==> src/rtl/univ_shift_reg.sv <==
// WIDTH-bit universal register: load, shift/rotate with serial I/O, clear and hold,
// plus a saturating count of shift/rotate steps since the last load, clear or reset.
module univ_shift_reg #(
  parameter int                 WIDTH       = 8,
  parameter logic [WIDTH-1:0]   RESET_VALUE = {WIDTH{1'b0}},
  localparam int                CW          = $clog2(WIDTH+1)
) (
  input  logic             clk,
  input  logic             rst,
  input  logic             en,
  input  logic [2:0]       mode,
  input  logic [WIDTH-1:0] d,
  input  logic             sin_lsb,
  input  logic             sin_msb,
  output logic [WIDTH-1:0] q,
  output logic             sout_msb,
  output logic             sout_lsb,
  output logic [CW-1:0]    shift_cnt,
  output logic             cnt_full
);

  localparam logic [2:0] MODE_HOLD  = 3'b000;
  localparam logic [2:0] MODE_LOAD  = 3'b001;
  localparam logic [2:0] MODE_SHL   = 3'b010;
  localparam logic [2:0] MODE_SHR   = 3'b011;
  localparam logic [2:0] MODE_ROL   = 3'b100;
  localparam logic [2:0] MODE_ROR   = 3'b101;
  localparam logic [2:0] MODE_CLEAR = 3'b110;

  localparam logic [CW-1:0] CNT_MAX = CW'(WIDTH);

  logic [WIDTH-1:0] r_q;
  logic [CW-1:0]    r_cnt;
  logic [WIDTH-1:0] w_q_nxt;
  logic [CW-1:0]    w_cnt_nxt;
  logic [CW-1:0]    w_cnt_inc;

  assign w_cnt_inc = (r_cnt == CNT_MAX) ? r_cnt : r_cnt + 1'b1;

  // Reserved code 3'b111 falls into the default arm, so it holds like HOLD.
  always_comb begin
    w_q_nxt   = r_q;
    w_cnt_nxt = r_cnt;
    case (mode)
      MODE_HOLD: begin
        w_q_nxt   = r_q;
        w_cnt_nxt = r_cnt;
      end
      MODE_LOAD: begin
        w_q_nxt   = d;
        w_cnt_nxt = '0;
      end
      MODE_SHL: begin
        w_q_nxt   = {r_q[WIDTH-2:0], sin_lsb};
        w_cnt_nxt = w_cnt_inc;
      end
      MODE_SHR: begin
        w_q_nxt   = {sin_msb, r_q[WIDTH-1:1]};
        w_cnt_nxt = w_cnt_inc;
      end
      MODE_ROL: begin
        w_q_nxt   = {r_q[WIDTH-2:0], r_q[WIDTH-1]};
        w_cnt_nxt = w_cnt_inc;
      end
      MODE_ROR: begin
        w_q_nxt   = {r_q[0], r_q[WIDTH-1:1]};
        w_cnt_nxt = w_cnt_inc;
      end
      MODE_CLEAR: begin
        w_q_nxt   = RESET_VALUE;
        w_cnt_nxt = '0;
      end
      default: begin
        w_q_nxt   = r_q;
        w_cnt_nxt = r_cnt;
      end
    endcase
  end

  always_ff @(posedge clk) begin
    if (rst) begin
      r_q   <= RESET_VALUE;
      r_cnt <= '0;
    end else if (en) begin
      r_q   <= w_q_nxt;
      r_cnt <= w_cnt_nxt;
    end
  end

  assign q         = r_q;
  assign sout_msb  = r_q[WIDTH-1];
  assign sout_lsb  = r_q[0];
  assign shift_cnt = r_cnt;
  assign cnt_full  = (r_cnt == CNT_MAX);

endmodule

==> config.mk <==
export PLATFORM = sky130hd
export DESIGN_NAME = univ_shift_reg
export DESIGN_NICKNAME = d
export VERILOG_FILES = /design/src/rtl/univ_shift_reg.sv
export SDC_FILE = /design/constraint.sdc
export NUM_CORES = 1
export LEC_CHECK = 0
export ABC_CLOCK_PERIOD_IN_PS = 1700
export CAP_MARGIN = 20
export CORE_MARGIN = 1
export CORE_UTILIZATION = 25
export DETAILED_ROUTE_END_ITERATION = 8
export PLACE_DENSITY = 0.61
export SYNTH_ARGS = -nofsm -noshare
export SYNTH_HDL_FRONTEND = slang
export SYNTH_SLANG_ARGS = --single-unit
==> constraint.sdc <==
create_clock -name clk -period 1.7 [get_ports clk]
set_input_delay 0.425 -clock clk [delete_from_list [all_inputs] [get_ports clk]]
set_output_delay 0.425 -clock clk [all_outputs]
set_load 0.05 [all_outputs]
==> Word level (Yosys, flattened, before mapping) <==
Cells that the tools add are included.
{ "classes": {"n_reduce_logical": 6, "n_eq_ne": 8, "addsub": 1, "n_mux": 3} }
{ "ops": {"columns": ["op", "n"], "rows": [
  ["8-bit case mux with 6 select lines", 1],
  ["3-bit equality test (second input constant)", 3],
  ["4-bit case mux with 2 select lines", 1],
  ["3-bit by 2-bit equality test with 1-bit output (second input constant)", 2],
  ["6-bit nonzero test", 1],
  ["4-bit by 1-bit adder with 4-bit output (second input constant)", 1],
  ["4-bit equality test (second input constant)", 1],
  ["4-bit 2-to-1 mux", 1],
  ["4-bit OR reduction", 1],
  ["3-bit by 1-bit equality test with 1-bit output (second input constant)", 1],
  ["3-bit AND reduction", 1],
  ["2-bit inequality test (second input constant)", 1],
  ["2-bit AND reduction", 1],
  ["2-bit nonzero test", 1],
  ["2-bit OR reduction", 1]
]} }
{ "word_totals": {"reg_bits": 12, "output_inout_bits": 15, "wordCells": 20, "in_bits": 16} }

==> Logic depth before layout (Yosys ltp) <==
Gate-level depths: netlist (run 1).
{ "depth": {"word_depth": 4, "ltp_mapped": 7, "mapped_depth_nobuf": 6} }

==> Worst setup path before layout (run 1) <==
OpenSTA, ideal clock, no wires.
{ "synth_path": {"path_type": "flip-flop to flip-flop", "start": "reg r_cnt[0] (netlist: shift_cnt[0])", "end": "reg r_cnt[0] (netlist: shift_cnt[0])", "setup_ns": 0.088, "period_less_slack_ns": 1.751, "required_time_ns": 1.612, "path_stages_with_launch": 7, "path_slack_ns": -0.051, "path_buffers": 0, "t_arrival_ns": 1.663, "path_cell_list": "dfxtp_1 inv_1 ha_1 nand3b_1 o2111ai_1 nand2b_1 o31ai_1"} }
{ "synth_between": {"elab_chain_cells": 3, "elab_cells_between_ends": 6, "cone_classes": "1 x add/sub; 2 x eq/ne; 2 x mux; 1 x reduce/logical"} }
{ "synth_lines": {"columns": ["item", "line", "rtl"], "rows": [
  ["start, declared", "33", "logic [CW-1:0] r_cnt;"],
  ["start signal, assigned", "86", "r_cnt <= w_cnt_nxt;"],
  ["4-bit by 1-bit adder with 4-bit output / 4-bit equality test (equally long branches)", "38", "assign w_cnt_inc = (r_cnt == CNT_MAX) ? r_cnt : r_cnt + 1'b1;"],
  ["4-bit 2-to-1 mux / 2-bit inequality test (equally long branches)", null, null],
  ["4-bit case mux with 2 select lines / 3-bit AND reduction (equally long branches)", null, null]
]} }
Several ways; a longest one is shown, not always the timed one. The select of a mux whose other input is x is not followed.
A chain may end at the register's enable or synchronous reset.

==> Worst setup path in the final report (run 1) <==
{ "layout_path": {"start": "reg r_cnt[0] (netlist: shift_cnt[0])", "end": "out cnt_full"} }
{ "layout_between": {"elab_chain_cells": 1} }
{ "layout_lines": {"columns": ["item", "line", "rtl"], "rows": [
  ["4-bit equality test", "94", "assign cnt_full = (r_cnt == CNT_MAX);"],
  ["end, declared", "19", "output logic cnt_full"]
]} }
Every way passes these cells.

==> results of run 1 <==
stage by stage:
stage	utilization (%)	hold slack, ns	power, mW	area (um^2)	setup WS (ns)
global route	46.9	0.488	0.998	1450	0.00124
global placement	43.9	0.495	0.706	1360	-0.282
finish	46.9	0.482	0.942	1450	0.0848
detailed placement	43.9	0.512	0.711	1360	-0.299
CTS	45.4	0.509	0.946	1410	-0.00711
floorplan	-	0.540	0.532	831	0.0962
worst max-delay path: stages, from the launching register on:
cell and delay [ns]:
dfxtp_4 0.36, inv_1 0.06, ha_2 0.15, nand3b_1 0.12, inv_2 0.09, buf_12 0.13
metal layers:
layer	track usage (%)	vias to the layer above	wire (um)
li1	-	439	-
met1	17.4	400	980
met2	22.2	22	1150
met3	1.97	6	81
met4	10.3	0	57
met5	0	-	0
synth_stat cells (2+ instances only):
cell | n | area [um^2]
mux2i_1 | 6 | 60.1
a211oi_1 | 6 | 45.0
o2111ai_1 | 2 | 17.5
buf_4 | 3 | 22.5
dfxtp_1 | 12 | 240
a21oi_1 | 13 | 65.1
and3b_1 | 2 | 17.5
inv_1 | 9 | 33.8
o32ai_1 | 2 | 17.5
nor2_1 | 14 | 52.6
nand3_1 | 2 | 10.0
and3_4 | 2 | 22.5
or3_1 | 3 | 18.8
nand3b_1 | 2 | 15.0
buf_6 | 3 | 33.8
ha_1 | 2 | 25.0
nand2_1 | 2 | 7.51
repair_timing:
item	in CTS	in global routing
resized for setup	1	10
endpoints found under the setup margin	3	13
pin swaps	0	1
endpoints found under the hold margin	0	0
buffers inserted	1	2
cell families (layout without fill, tap and decap cells):
kind of cell / count (synthesis) / after routing
AOI/OAI and AO/OA: 30 / 30
muxes: 6 / 6
xor gates and xnor gates: 1 / 1
and+or+nand+nor: 31 / 31
adders and majority gates: 2 / 2
DFF: 12 / 12
buffers and inverters: 17 / 58
flip-flops by register name, indices dropped and copies added, names as in the netlist:
| signal | count |
|---|---|
| q | 8 |
| shift_cnt | 4 |
how the worst max path moves through the flow:
stage | to | startpoint | cells past startpoint | slack, ns
2_1_floorplan | q[7]$_SDFFE_PP0P_ | mode[2] | 6 | 0.1
3_3_place_gp | q[7]$_SDFFE_PP0P_ | mode[0] | 5 | -0.28
3_5_place_dp | shift_cnt[2]$_SDFFE_PP0P_ | mode[1] | 6 | -0.30
4_1_cts | shift_cnt[2]$_SDFFE_PP0P_ | mode[1] | 6 | -0.007
5_1_grt | cnt_full | shift_cnt[0]$_SDFFE_PP0P_ | 5 | 0.001
6_report | cnt_full | shift_cnt[0]$_SDFFE_PP0P_ | 5 | 0.08
where the power goes:
| part | switching [mW] | internal [mW] |
|---|---|---|
| sequential | 0.0328 | 0.300 |
| clock | 0.0991 | 0.130 |
| combinational | 0.185 | 0.195 |
| total | 0.317 | 0.625 |
area by class of cell:
cell class                      instances  area share (%)
Inverter                                9            2.32
Tap cell                               44            3.79
Sequential cell                        12            17.0
Multi-Input combinational cell         70            35.1
Clock buffer                            4            2.50
Timing Repair Buffer                   45            39.2
==> flow_summary.toml, run 1 <==
[outcome]
status = "finished clean"

[power_and_ir_drop]
power_density_mw_per_mm2 = 648
peakVddDrop_v = 0.000212
p_leak_nw = 0.606

[yosys]
synthSimpleGateAreaFrac_pct = 21.6
synth_top_family_by_area = "compound AO/OA/AOI/OAI gates"
yosys_warnings = 0
yosys.cell_types.count = 31
async_reset_ff_share_pct = 0
synthesis.nets = 117
syn_avg_cell_area_um2 = 8.37
muxShareOfSynthArea_pct = 7.25
synthAdderAreaFrac_pct = 3.02
synth_compound_area_share_pct = 23.9
synth_edf_count = 0
synth-seq-cells = 12
synthXorXnorAreaFrac_pct = 3.32
netlist_area_um2 = 828
syn_inst = 99
synth_seq_area_share_pct = 29.0
synth-main-ff-cell = "dfxtp_1"

[sta]
finalSetupViolCount = 0
slew_violations = 0
finalHoldViolCount = 0
relSlewSlack_pct = 77.8
fin_crit_ns = 1.62
fmax_ghz = 0.619
timing.final.crit_share_pct = 95.0
tightest_slew_ns = 0.329
finalClockSkew_ns = 0.000801
rsz0062_at_grt = "no"
setup_tns_ns = 0

[setup_path]
crit_arrival_ns = 1.19
worst_r2r_path_depth = 7
crit_type = "flip-flop to output pin"
required_ns = 1.27
critPathCaptureType = "output pin"
cp-start-kind = "flip-flop"
reg2reg_from = "shift_cnt[0]$_SDFFE_PP0P_"
r2r-end = "shift_cnt[2]$_SDFFE_PP0P_"
regToRegSetupSlack_ns = 0.12
cp_max_fo = 5

[cts]
cts_made_buffers = 3
cts_max_path_buffers = 2
clkLatencyLatePin_ns = 0.28
root_buffer = "clkbuf_4"
htree_levels = 1
cts_hold_buffers = 0
path_clk_slew_ns = 0.07
clock_sinks = 12
tritoncts = "yes"

[cells_and_area]
layout-drive-gt1-share_pct = 33.6
seq_area_um2 = 248
fin_cells = 184
syn2layout_area_growth_pct = 75.5
num-fill-cells = 317
antenna_cells = 0
multi_input_area_um2 = 510
final_cell_mix = "buf_12 (15), buf_4 (15), nor2_1 (13), a21oi_1 (13), clkdlybuf4s50_1 (12)"
nets = 159

[routing]
drt-pass1-iter-count = 4
drt_iter0_markers = 30
routed_wl_um = 2270
vias = 867
drc = 0
wl_per_cell_um = 12.3
drtAntennaViolNets = 0
vias_per_cell = 4.71

[global_route]
track_usage_pct = 14.1
antenna_found_initial = 0
overflow = 0
grt_max_degree = 14
first_global_vias = 842
grt_pass1_wl_um = 3660

[min_path]
hold-path-endpoint = "shift_cnt[0]$_SDFFE_PP0P_"
hold_path_class = "flip-flop to flip-flop"
min-delay-start = "shift_cnt[0]$_SDFFE_PP0P_"
holdPathStages = 1

[placement]
io_buffers = 30
place_congestion = 0.824
dp.cells = 177
dp_hpwl_um = 1760

[die]
io_pins = 31
start_util_pct = 26.7
std_cell_rows = 20
die-area_mm2 = 0.00355
die_x_um = 59.6
coreArea_mm2 = 0.00310
die_h_um = 59.6

[run]
cap_violations = 0
Note: power is estimated with default switching activity, not from simulation.
==> inputs of run 2 (changes only) <==
- GPL_ROUTABILITY_DRIVEN: not set -> 0
==> results of run 2 <==
The final DEF is identical to that of run 1; final timing and power are the same.
